### src/rtl/uart_rx_pkg.sv
// uart_rx_pkg: shared types and constants for the uart_rx_multi receiver.
//   rx_state_t  - receive FSM states
//   rx_word_t   - FIFO entry {perr, ferr, data}
//   FIFO_W      - FIFO entry width (10)
//   PARITY_*    - parity mode encodings for cfg_parity_odd
//   DEFAULT_OSR - default oversampling ratio
//   eff_width() - maps cfg_data_width to the width actually used (5..8)
package uart_rx_pkg;

    typedef enum logic [2:0] {
        ST_IDLE,
        ST_START,
        ST_DATA,
        ST_PARITY,
        ST_STOP1,
        ST_STOP2
    } rx_state_t;

    typedef struct packed {
        logic       perr;
        logic       ferr;
        logic [7:0] data;
    } rx_word_t;

    localparam int   FIFO_W      = $bits(rx_word_t);
    localparam logic PARITY_EVEN = 1'b0;
    localparam logic PARITY_ODD  = 1'b1;
    localparam int   DEFAULT_OSR = 8;

    // Out-of-range widths fall back to 8 data bits.
    function automatic logic [3:0] eff_width(input logic [3:0] w);
        return (w >= 4'd5 && w <= 4'd8) ? w : 4'd8;
    endfunction

endpackage

### src/rtl/uart_rx_fifo.sv
// uart_rx_fifo: synchronous first-word-fall-through FIFO.
//   clk, rst      - clock, synchronous active-high reset
//   push, wdata   - write request and data (ignored when full unless popping)
//   pop           - read request (ignored when empty)
//   rdata         - head entry, valid whenever !empty, zero when empty
//   full, empty   - occupancy flags
//   level         - entry count, 0..DEPTH
module uart_rx_fifo #(
    parameter int DEPTH = 16,
    parameter int WIDTH = 10
) (
    input  logic                     clk,
    input  logic                     rst,
    input  logic                     push,
    input  logic                     pop,
    input  logic [WIDTH-1:0]         wdata,
    output logic [WIDTH-1:0]         rdata,
    output logic                     full,
    output logic                     empty,
    output logic [$clog2(DEPTH):0]   level
);

    localparam int AW = $clog2(DEPTH);
    localparam logic [AW:0] LVL_FULL = (AW+1)'(DEPTH);

    logic [WIDTH-1:0] mem [DEPTH];
    logic [AW-1:0]    wr_ptr;
    logic [AW-1:0]    rd_ptr;
    logic             do_push;
    logic             do_pop;

    assign empty   = (level == '0);
    assign full    = (level == LVL_FULL);
    assign do_pop  = pop && !empty;
    // A pop in the same cycle frees the slot, so a push at full still lands.
    assign do_push = push && (!full || do_pop);
    // Head is gated so the outputs read zero while empty and after reset.
    assign rdata   = empty ? '0 : mem[rd_ptr];

    always_ff @(posedge clk) begin
        if (rst) begin
            wr_ptr <= '0;
            rd_ptr <= '0;
            level  <= '0;
        end else begin
            if (do_push) wr_ptr <= wr_ptr + 1'b1;
            if (do_pop)  rd_ptr <= rd_ptr + 1'b1;
            case ({do_push, do_pop})
                2'b10:   level <= level + 1'b1;
                2'b01:   level <= level - 1'b1;
                default: level <= level;
            endcase
        end
    end

    always_ff @(posedge clk) begin
        if (do_push) mem[wr_ptr] <= wdata;
    end

endmodule

### src/rtl/uart_rx_multi.sv
// uart_rx_multi: oversampling UART receiver (5..8 data bits, optional parity,
// 1/2 stop bits) feeding a FWFT FIFO drained with a valid/ready handshake.
// Optional idle timeout is built when UART_RX_TIMEOUT_EN is defined; otherwise
// rx_timeout is tied low.
//   clk_uart, rst       - clock, synchronous active-high reset
//   baud_en             - oversample tick (OSR x baud)
//   cfg_*               - frame format, latched at each start edge
//   rx_in               - asynchronous serial line, idle high
//   rx_data/perr/ferr   - FIFO head entry
//   rx_valid, rx_ready  - FIFO not empty / consumer accept (pop)
//   rx_overflow,ovf_clr - sticky lost-frame flag and its clear
//   fifo_level          - FIFO entry count
//   rx_timeout          - idle timeout with data pending
module uart_rx_multi
    import uart_rx_pkg::*;
#(
    parameter int OSR           = DEFAULT_OSR,
    parameter int FIFO_DEPTH    = 16,
    parameter int TIMEOUT_CHARS = 4
) (
    input  logic                          clk_uart,
    input  logic                          rst,
    input  logic                          baud_en,
    input  logic [3:0]                    cfg_data_width,
    input  logic                          cfg_parity_en,
    input  logic                          cfg_parity_odd,
    input  logic                          cfg_stop2,
    input  logic                          cfg_err_drop,
    input  logic                          rx_in,
    output logic [7:0]                    rx_data,
    output logic                          rx_perr,
    output logic                          rx_ferr,
    output logic                          rx_valid,
    input  logic                          rx_ready,
    output logic                          rx_overflow,
    input  logic                          ovf_clr,
    output logic [$clog2(FIFO_DEPTH):0]   fifo_level,
    output logic                          rx_timeout
);

    if (OSR < 4 || OSR > 16 || FIFO_DEPTH < 2 || FIFO_DEPTH > 256 ||
        (FIFO_DEPTH & (FIFO_DEPTH - 1)) != 0 || TIMEOUT_CHARS < 1) begin : g_param_err
        $error("uart_rx_multi: illegal parameter value");
    end

    localparam int CW = $clog2(OSR);
    localparam logic [CW-1:0] CNT_MAX = CW'(OSR - 1);
    localparam logic [CW-1:0] MID     = CW'(OSR / 2);
    localparam logic [CW-1:0] MID_LO  = CW'(OSR / 2 - 1);
    localparam logic [CW-1:0] MID_HI  = CW'(OSR / 2 + 1);

    rx_state_t      state;
    logic [2:0]     sync;
    logic           s1;
    logic           s2;
    logic [CW-1:0]  cnt;
    logic [1:0]     vsamp;
    logic [2:0]     bit_idx;
    logic [7:0]     shreg;
    logic           perr;
    logic           ferr;
    logic [3:0]     c_width;
    logic           c_par_en;
    logic           c_par_odd;
    logic           c_stop2;
    logic           c_drop;
    logic           push;
    rx_word_t       push_word;
    rx_word_t       head;
    logic           start_edge;
    logic           decide;
    logic           vote;
    logic           ferr_n;
    logic           full;
    logic           empty;
    logic           pop;

    assign s1         = sync[1];
    assign s2         = sync[2];
    assign start_edge = (state == ST_IDLE) && s2 && !s1;
    // The third vote sample is s1 itself on the decision tick.
    assign decide     = baud_en && (cnt == MID_HI);
    assign vote       = (vsamp[0] & vsamp[1]) | (vsamp[0] & s1) | (vsamp[1] & s1);
    assign ferr_n     = ferr | ~vote;
    assign pop        = rx_valid && rx_ready;

    always_ff @(posedge clk_uart) begin
        if (rst) begin
            sync      <= '1;
            state     <= ST_IDLE;
            cnt       <= '0;
            vsamp     <= '0;
            bit_idx   <= '0;
            shreg     <= '0;
            perr      <= 1'b0;
            ferr      <= 1'b0;
            c_width   <= 4'd8;
            c_par_en  <= 1'b0;
            c_par_odd <= PARITY_EVEN;
            c_stop2   <= 1'b0;
            c_drop    <= 1'b0;
            push      <= 1'b0;
            push_word <= '0;
        end else begin
            sync <= {sync[1:0], rx_in};
            push <= 1'b0;

            if (state != ST_IDLE && baud_en) begin
                cnt <= (cnt == CNT_MAX) ? '0 : cnt + 1'b1;
                if (cnt == MID_LO) vsamp[0] <= s1;
                if (cnt == MID)    vsamp[1] <= s1;
            end

            case (state)
                ST_IDLE: begin
                    if (start_edge) begin
                        state     <= ST_START;
                        cnt       <= '0;
                        bit_idx   <= '0;
                        shreg     <= '0;
                        perr      <= 1'b0;
                        ferr      <= 1'b0;
                        c_width   <= eff_width(cfg_data_width);
                        c_par_en  <= cfg_parity_en;
                        c_par_odd <= cfg_parity_odd;
                        c_stop2   <= cfg_stop2;
                        c_drop    <= cfg_err_drop;
                    end
                end
                ST_START: begin
                    if (decide) state <= vote ? ST_IDLE : ST_DATA;
                end
                ST_DATA: begin
                    if (decide) begin
                        shreg[bit_idx] <= vote;
                        bit_idx        <= bit_idx + 1'b1;
                        if ({1'b0, bit_idx} == c_width - 4'd1)
                            state <= c_par_en ? ST_PARITY : ST_STOP1;
                    end
                end
                ST_PARITY: begin
                    if (decide) begin
                        // Upper bits of shreg stay 0, so the full XOR covers only data.
                        perr  <= (vote != (^shreg ^ c_par_odd));
                        state <= ST_STOP1;
                    end
                end
                ST_STOP1, ST_STOP2: begin
                    if (decide) begin
                        ferr <= ferr_n;
                        if (state == ST_STOP1 && c_stop2) begin
                            state <= ST_STOP2;
                        end else begin
                            // Word is captured here so a quick new start edge cannot
                            // disturb it before the push cycle.
                            state     <= ST_IDLE;
                            push      <= !(c_drop && (perr || ferr_n));
                            push_word <= '{perr: perr, ferr: ferr_n, data: shreg};
                        end
                    end
                end
                default: state <= ST_IDLE;
            endcase
        end
    end

    uart_rx_fifo #(
        .DEPTH (FIFO_DEPTH),
        .WIDTH (FIFO_W)
    ) u_fifo (
        .clk   (clk_uart),
        .rst   (rst),
        .push  (push),
        .pop   (pop),
        .wdata (push_word),
        .rdata (head),
        .full  (full),
        .empty (empty),
        .level (fifo_level)
    );

    assign rx_valid = !empty;
    assign rx_data  = head.data;
    assign rx_perr  = head.perr;
    assign rx_ferr  = head.ferr;

    // A set beats a clear in the same cycle.
    always_ff @(posedge clk_uart) begin
        if (rst)
            rx_overflow <= 1'b0;
        else if (push && full && !pop)
            rx_overflow <= 1'b1;
        else if (ovf_clr)
            rx_overflow <= 1'b0;
    end

`ifdef UART_RX_TIMEOUT_EN
    localparam int TO_LIMIT = TIMEOUT_CHARS * 10 * OSR;
    localparam int TW       = $clog2(TO_LIMIT + 1);

    logic [TW-1:0] to_cnt;
    logic          to_flag;

    always_ff @(posedge clk_uart) begin
        if (rst || empty || start_edge) begin
            to_cnt  <= '0;
            to_flag <= 1'b0;
        end else if (state == ST_IDLE && baud_en && !to_flag) begin
            to_cnt <= to_cnt + 1'b1;
            if (to_cnt == TW'(TO_LIMIT - 1)) to_flag <= 1'b1;
        end
    end

    assign rx_timeout = to_flag;
`else
    assign rx_timeout = 1'b0;
`endif

endmodule

### config.mk
export PLATFORM = sky130hd
export DESIGN_NAME = uart_rx_multi
export DESIGN_NICKNAME = d
export VERILOG_FILES = /design/src/rtl/uart_rx_pkg.sv /design/src/rtl/uart_rx_fifo.sv /design/src/rtl/uart_rx_multi.sv
export SDC_FILE = /design/constraint.sdc
export NUM_CORES = 1
export LEC_CHECK = 0
export ABC_CLOCK_PERIOD_IN_PS = 5600
export CAP_MARGIN = 20
export CORE_MARGIN = 2
export CORE_UTILIZATION = 65
export DETAILED_ROUTE_END_ITERATION = 10
export GPL_TIMING_DRIVEN = 1
export PLACE_DENSITY_LB_ADDON = 0.1
export SLEW_MARGIN = 25
export SYNTH_ARGS = -nofsm -noshare
export SYNTH_HDL_FRONTEND = slang
export SYNTH_SLANG_ARGS = --single-unit
export TNS_END_PERCENT = 5
### constraint.sdc
create_clock -name clk_uart -period 5.6 [get_ports clk_uart]
set_input_delay 1.68 -clock clk_uart [delete_from_list [all_inputs] [get_ports clk_uart]]
set_output_delay 1.68 -clock clk_uart [all_outputs]
set_load 0.02 [all_outputs]
==> results of run 1 <==
[worst max-delay path: cells and delay by family (launching register included)]
family,cells,cell delay [ns]
DFF,1,0.34
buffers and inverters,2,0.89
and+or+nand+nor,1,0.18
muxes,2,1.15
[sequential cells by signal, summed over array words and instances (netlist names), 4 cells and up, named ones only]
register       count
push_word         10
u_fifo.wr_ptr      4
u_fifo.level       5
shreg              8
u_fifo.mem       160
c_width            4
u_fifo.rd_ptr      4
[power by group]
part	switching, W	internal (W)	total (W)
Combinational	0.0000585	0.0000417	0.000100
Sequential	0.0000206	0.00174	0.00176
Clock	0.000607	0.00113	0.00174
[through the flow]
| stage | power, W | cell area, µm² |
|---|---|---|
| final | 0.00360 | 10500 |
| after global routing | 0.00368 | 10500 |
| after CTS | 0.00361 | 10500 |
| after detailed placement | 0.00189 | 9630 |
| after global placement | 0.00189 | 9620 |
| after floorplan | 0.00187 | 9140 |
[logic make-up (layout without fill, tap and decap cells)]
logic type / Yosys count / count (layout) / share of synthesized area (%)
adders and majority gates: 14 / 14 / 1.89
DFF: 221 / 221 / 65.9
AOI/OAI and AO/OA: 50 / 50 / 3.45
buffers and inverters: 46 / 96 / 2.45
muxes: 71 / 71 / 15.1
xor gates and xnor gates: 23 / 23 / 2.20
other: 1 / 1 / 0.0410
and+or+nand+nor: 158 / 158 / 8.89
[layout make-up]
cell class / instances / area (µm²) / area share [%]
tap: 180 / 225 / 2.14
timing repair buffer: 40 / 378 / 3.59
clock inverter: 14 / 270 / 2.57
inverter: 16 / 60.1 / 0.571
multi-input combinational: 317 / 2960 / 28.1
sequential: 221 / 6030 / 57.3
clock buffer: 26 / 597 / 5.67
[path summary, 6_finish.rpt]
check / from / depth (start not counted) / to / slack (ns)
min reg2reg: sync[0]$_SDFF_PP1_ / 1 / sync[1]$_SDFF_PP1_ / 0.42
min: sync[0]$_SDFF_PP1_ / 1 / sync[1]$_SDFF_PP1_ / 0.42
max: register / 5 / rx_data[7] / 0.85
max reg2reg: u_fifo.level[0]$_SDFFE_PP0P_ / 9 / u_fifo.level[4]$_SDFFE_PP0P_ / 2.87
[cell usage in the layout, fill, tap and decap left out, types with 3 or more instances in the layout]
cell type        count
a21oi_1             18
a31oi_1              6
and2_1              14
and3_1               6
buf_4                8
bufinv_16            8
clkbuf_16           23
clkdlybuf4s50_1     29
clkinv_2             3
dfxtp_1             60
edfxtp_1           160
ha_1                13
inv_1               16
mux2i_1             19
mux4_1              12
mux4_2              38
nand2_1             30
nand2b_1             9
nand3_1             12
nand4_1              5
nor2_1              46
nor2b_1              5
nor3_1               7
nor3b_1              4
nor4_4               5
o211ai_1             3
o21ai_0              8
o31ai_1              3
or2_2                4
or3_1                3
xnor2_1             14
xor2_1               9
[per-layer routing]
layer  vias to the layer above  global-route usage (%)  wire length, µm
met1                      2640                    37.3             7900
li1                       2301                       -                -
met5                         -                       0                0
met2                       257                    47.2            10100
met4                         0                    10.5              590
met3                        44                    4.83             1380
==> results.rst, run 1 <==
.. list-table::
   :header-rows: 1

   * - Metric
     - Value
   * - Outcome
     - complete, no violations
   * - Ys flop type
     - edfxtp_1
   * - Crit-path slowest cell
     - mux4_1
   * - Critical path endpoint category
     - output port
   * - Highest ir drop seen on vdd
     - about 0.29 mV
   * - Gate count of the mapped netlist
     - between 500 and 600
   * - Slew at the pin closest to its max-slew limit
     - 1.05 ns
   * - Required arrival time at the worst endpoint
     - 3.92 ns
   * - Final period util
     - 84.8%
   * - Number of failing hold endpoints at the final stage
     - 0
   * - Proportion of register bits with asynchronous set or reset after synthesis
     - 0%
   * - Number of antenna violations at the first check in global routing
     - 0
   * - Final setup violation count
     - 0
   * - Layout Nets
     - 645
   * - Sequence of cells on the critical path
     - buf_4 > mux4_1 > mux4_2 > and2_1 > clkdlybuf4s50_1
   * - Worst skew pair latency
     - 0.50 ns
   * - Critical path class
     - reg2out
   * - Clock tree from TritonCTS
     - yes
   * - CP Data Arrival Time
     - 3.07 ns
   * - Fill cell count
     - 772
   * - Total of cells resized after clock tree synthesis
     - 0
   * - Maximum number of buffers from clock root to sink
     - 3
   * - Mapped cell area
     - roughly 9000 µm²
   * - Pre-CTS setup slack
     - 1.38 ns
   * - Final GP Congestion
     - 0.774
   * - Half-perimeter wire length of the detailed placement result
     - 11700 µm
   * - Setup TNS after final layout
     - 0 ns
   * - Post-detailed-route wirelength per cell
     - 24.6 µm
   * - Floorplan die width
     - roughly 120 µm
   * - Count of max-cap constraint violations
     - 0
   * - Max-slew violation count
     - 0
   * - Number of remaining DRC errors
     - 0
   * - Sequential cell area fraction in the yosys report
     - roughly 66%
   * - Overflow left after global routing
     - 0
   * - Fraction of final layout cells with drive strength greater than 1
     - 16.2%
   * - Height of the chip
     - 123 µm
   * - First-pass iteration count of the detailed router
     - 5
   * - Mean area per synthesized cell
     - 15.6 µm²
   * - Seq cells post-synth
     - about 220
   * - Top fanout value on the critical path
     - 19
   * - Post-CTS setup-driven buffer insertion count
     - 0
   * - Post-route minimum period
     - ~4.7 ns
   * - List of most frequent post-synthesis cells
     - edfxtp_1, dfxtp_1, nor2_1
   * - Clock-pin transition on the worst setup and hold timing paths
     - around 0.06 ns
   * - Net count after synthesis
     - 611
   * - Crit path launch type
     - register
   * - Vias
     - 5242
   * - Global-route usage over all layers
     - roughly 28%
   * - Core box area
     - 13800 µm²
   * - Std-Cell Rows
     - 43
   * - RSZ-0062 raised after global routing
     - false
   * - Post-synth top area share
     - 52.6%
   * - Power density relative to cell area
     - 342 nW/µm²
   * - Number of antenna-violating nets in the routed design
     - 0
   * - Root Buffer
     - clkbuf_16
   * - Cell types occupying the most area after synthesis
     - edfxtp_1, dfxtp_1, mux4_2, mux4_1, mux2i_1
   * - EDFF count, synth
     - 160
   * - Cell total after placement
     - 772
   * - Worst slack on hold paths
     - 0.418 ns
   * - Cts-stage hold buffer count
     - 0
   * - Total routed wirelength
     - 20000 µm
   * - Antenna cell count
     - 0
   * - Area of the die
     - around 15000 µm²
   * - Vias per Instance
     - 6.44
   * - Slew Limit Headroom
     - just under 30%
   * - Path class of the lowest-slack min-delay path
     - reg2reg
   * - YS warnings
     - 0
   * - Leakage Power
     - 3.48 nW
   * - Input/output buffers
     - 30
   * - Number of top-level pins
     - 32
   * - Post-route non-filler standard cell count
     - 814
   * - Sink count of the clock tree
     - 221
   * - Maximum cell stage delay along the critical path
     - between 0.6 and 0.7 ns
   * - Count of different cell masters after synthesis
     - 50
   * - Number of levels in the clock H-tree
     - 1
   * - Clock buffers created by TritonCTS
     - 22
   * - Number of global-route vias before repair
     - 5251
   * - Worst clock skew
     - ~0.0094 ns
   * - Most frequent cell after synthesis
     - edfxtp_1
   * - Final worst slack
     - 0.851 ns
   * - Number of violations reported at the end of detailed-routing iteration 0
     - 585
   * - Cell taking the most area after synthesis
     - edfxtp_1
   * - Synthesis-to-layout area growth
     - 15.1%
   * - Maximum number of pins on one net before global-route repair
     - 51
   * - Wire length of the first global-routing pass
     - 30500 µm
   * - Initial Util
     - approximately 66%
   * - Core utilization of the finished layout
     - 76.1%
   * - Highest clock frequency the design can meet
     - 0.211 GHz
Power figures use the tool's default switching activity.
==> inputs of run 2 (changes only) <==
--- a/config.mk
+++ b/config.mk
@@ -5,10 +5,10 @@
 export SDC_FILE = /design/constraint.sdc
 export NUM_CORES = 1
 export LEC_CHECK = 0
-export ABC_CLOCK_PERIOD_IN_PS = 5600
+export ABC_CLOCK_PERIOD_IN_PS = 3850
 export CAP_MARGIN = 20
 export CORE_MARGIN = 2
-export CORE_UTILIZATION = 65
+export CORE_UTILIZATION = 55
 export DETAILED_ROUTE_END_ITERATION = 10
 export GPL_TIMING_DRIVEN = 1
 export PLACE_DENSITY_LB_ADDON = 0.1
==> constraint.sdc (replaced) <==
create_clock -name clk_uart -period 3.85 [get_ports clk_uart]
set_input_delay 1.155 -clock clk_uart [delete_from_list [all_inputs] [get_ports clk_uart]]
set_output_delay 1.155 -clock clk_uart [all_outputs]
set_load 0.02 [all_outputs]
==> run 2 against run 1 <==
- cell area rose by 0.50%
- non-clock buffer count up 17
- total power increased by 33%
- hold slack got worse by 0.012 ns
- core utilization shrank 12 points
- global-route usage decreased by 7.2 points
- combinational power grew 44%
- count of clock-buffer cells in the layout up 1
- critical path depth did not move
- wire length fell by 9.8%
- largest power group unchanged
==> results.rst, run 2 (synthesis gave the netlist of run 1 again) <==
.. list-table::
   :header-rows: 1

   * - Metric
     - Value
   * - Critical path class
     - reg2out
   * - Pre-CTS setup slack
     - between 0.3 and 0.4 ns
   * - Slew Limit Headroom
     - 41.2%
   * - Most common library cell in the layout ignoring fill and taps
     - edfxtp_1
   * - RSZ-0062 raised after global routing
     - true
   * - Outcome
     - complete, no violations
   * - Global-route usage over all layers
     - a little over a fifth
   * - Global routing met3 resource utilization
     - 3.14%
   * - Final worst slack
     - 0.0575 ns
   * - Overflow left after global routing
     - 0
   * - Biggest regs
     - u_fifo.mem: 160 flops, push_word: 10 flops, shreg: 8 flops
   * - Number of antenna violations at the first check in global routing
     - 0
   * - Antenna cell count
     - 0
   * - Crit path launch type
     - register
   * - Clock tree from TritonCTS
     - yes
   * - First-pass iteration count of the detailed router
     - 5
   * - Launching point of the worst reg2reg path
     - u_fifo.level[0]$_SDFFE_PP0P_
   * - Number of top-level pins
     - 32
   * - Total routed wirelength
     - 18100 µm
   * - Sink count of the clock tree
     - 221
   * - Comb pwr share
     - 3.0%
   * - Cts-stage hold buffer count
     - 0
   * - Part of the power in registers
     - a little over half
   * - Net Sw Power
     - 0.000969 W
   * - Switching Fraction
     - 20.2%
   * - Critical path endpoint category
     - output port
   * - Floorplan die width
     - ~130 µm
   * - Highest ir drop seen on vdd
     - around 0.42 mV
   * - Vias
     - 5028
   * - Area of the die
     - 17700 µm²
   * - Power density relative to cell area
     - roughly 450 nW/µm²
   * - Final setup violation count
     - 0
   * - Clock-pin transition on the worst setup and hold timing paths
     - approximately 0.06 ns
   * - Clock buffers created by TritonCTS
     - 23
   * - Initial Util
     - 55.7%
   * - Max-slew violation count
     - 0
   * - Peak-usage layer in the global routing report
     - met2
   * - Number of violations reported at the end of detailed-routing iteration 0
     - 367
   * - Post-detailed-route wirelength per cell
     - ~21 µm
   * - Input/output buffers
     - 30
   * - Layout Nets
     - 663
   * - Final GP Congestion
     - 0.732
   * - Std-Cell Rows
     - 47
   * - Number of antenna-violating nets in the routed design
     - 0
   * - Worst flop-to-flop path endpoint
     - u_fifo.level[4]$_SDFFE_PP0P_
   * - Setup TNS after final layout
     - 0 ns
   * - Number of global-route vias before repair
     - ~5000
   * - Worst clock skew
     - 0.0136 ns
   * - Number of levels in the clock H-tree
     - 1
   * - Maximum number of buffers from clock root to sink
     - 3
   * - Worst skew pair latency
     - 0.51 ns
   * - R2r setup slk
     - 1.31 ns
   * - Relative contribution of the clock network to total power
     - 43.6%
   * - Vias per Instance
     - 5.76
   * - Maximum number of pins on one net before global-route repair
     - between 50 and 60
   * - Critical hold path startpoint
     - sync[0]$_SDFF_PP1_
   * - Cell depth of the worst hold path
     - 1
   * - Global routing usage on met2
     - between 30% and 40%
   * - Post-CTS setup-driven buffer insertion count
     - 0
   * - Half-perimeter wire length of the detailed placement result
     - 11200 µm
   * - Top fanout value on the critical path
     - 7
   * - Worst R2R Path Depth
     - 9
   * - Root Buffer
     - clkbuf_16
   * - CP Data Arrival Time
     - around 2.6 ns
   * - Number of failing hold endpoints at the final stage
     - 0
   * - Most flops, register
     - u_fifo.mem
   * - Path class of the lowest-slack min-delay path
     - reg2reg
   * - Fraction of final layout cells with drive strength greater than 1
     - 17.9%
   * - Internal power
     - ~0.0038 W
   * - Count of max-cap constraint violations
     - 0
   * - Post-route minimum period
     - 3.79 ns
   * - Leading cell types in the layout, fill and taps excluded
     - edfxtp_1, dfxtp_1, nor2_1
   * - Endpoint with the worst hold slack
     - sync[1]$_SDFF_PP1_
   * - Number of remaining DRC errors
     - 0
   * - Flip-flop count of the largest register, all copies and words added
     - between 150 and 200
   * - Height of the chip
     - 133 µm
   * - Slew at the pin closest to its max-slew limit
     - 0.882 ns
   * - Synthesis-to-layout area growth
     - 15.7%
   * - Highest clock frequency the design can meet
     - 0.264 GHz
   * - Final period util
     - 98.5%
   * - Leakage Power
     - 3.63 nW
   * - Wire length of the first global-routing pass
     - 28100 µm
   * - Fraction of met1 tracks used by global routing
     - between 20% and 30%
   * - Required arrival time at the worst endpoint
     - about 2.7 ns
   * - Core box area
     - 16400 µm²
[run 2: cell count changes in the layout (fill, tap and decap cells not counted), moves of 2 or more]
cell and change:
buf_12 +3, dlygate4sd2_1 +4, nor4_4 -4, bufinv_16 -6
clkbuf_1 +2, clkbuf_16 +2, nor4_2 +4, buf_4 +13
clkinv_2 +2, clkdlybuf4s50_1 -10, clkinv_1 +4, clkdlybuf4s15_1 +5
[run 2: metrics by stage]
stage          utilization, %  hold slack, ns  cell area [µm²]  cells  total power, W
2_1_floorplan               -           0.389             9140    584         0.00272
3_3_place_gp             59.7           0.393             9800    829         0.00275
3_5_place_dp             59.7           0.393             9800    829         0.00275
4_1_cts                  64.1           0.407            10500    871         0.00485
5_1_grt                  64.4           0.448            10600    873         0.00496
6_report                 64.4           0.406            10600    873         0.00480
[run 2: timing repair]
action                     in CTS  in global routing
cloned                          0                  2
resized for setup              10                  9
setup endpoints to repair      10                  9
hold endpoints to repair        0                  0
[run 2: worst max-delay path by stage]
stage          startpoint         end  slack [ns]  depth (start not counted)
4_1_cts          register  rx_data[0]       0.002                          5
6_report         register  rx_data[1]        0.06                          5
3_3_place_gp     register  rx_data[0]        0.36                          5
2_1_floorplan    register  rx_data[1]        0.92                          5
3_5_place_dp     register  rx_data[0]        0.34                          5
5_1_grt          register  rx_data[1]       -0.03                          5
[run 2: power groups by stage]
stage                     clock (W)  sequential [W]  combinational, W
after floorplan                   0         0.00259          0.000127
after global placement            0         0.00261          0.000139
after detailed placement          0         0.00261          0.000142
after CTS                   0.00214         0.00256          0.000144
after global routing        0.00223         0.00257          0.000162
final                       0.00209         0.00256          0.000144
[run 2: cell type report]
class / count / area [µm²]
clock buffer: 27 / 591
inverter: 16 / 60.1
tap: 220 / 275
multi-input combinational: 317 / 2920
clock inverter: 15 / 131
sequential: 221 / 6030
fill: 1161 / 5840
timing repair buffer: 57 / 564
[run 2: routing by layer]
| metal | vias to the layer above | wire length, µm |
|---|---|---|
| li1 | 2340 | - |
| met1 | 2518 | 7720 |
| met2 | 143 | 9080 |
| met3 | 27 | 886 |
| met4 | 0 | 378 |
| met5 | - | 0 |
[run 2: critical path, stage by stage (launching register included)]
cell and delay, ns:
dfxtp_4 0.43, buf_6 0.18, mux4_1 0.57, mux4_2 0.47, and2_1 0.17, dlygate4sd2_1 0.31
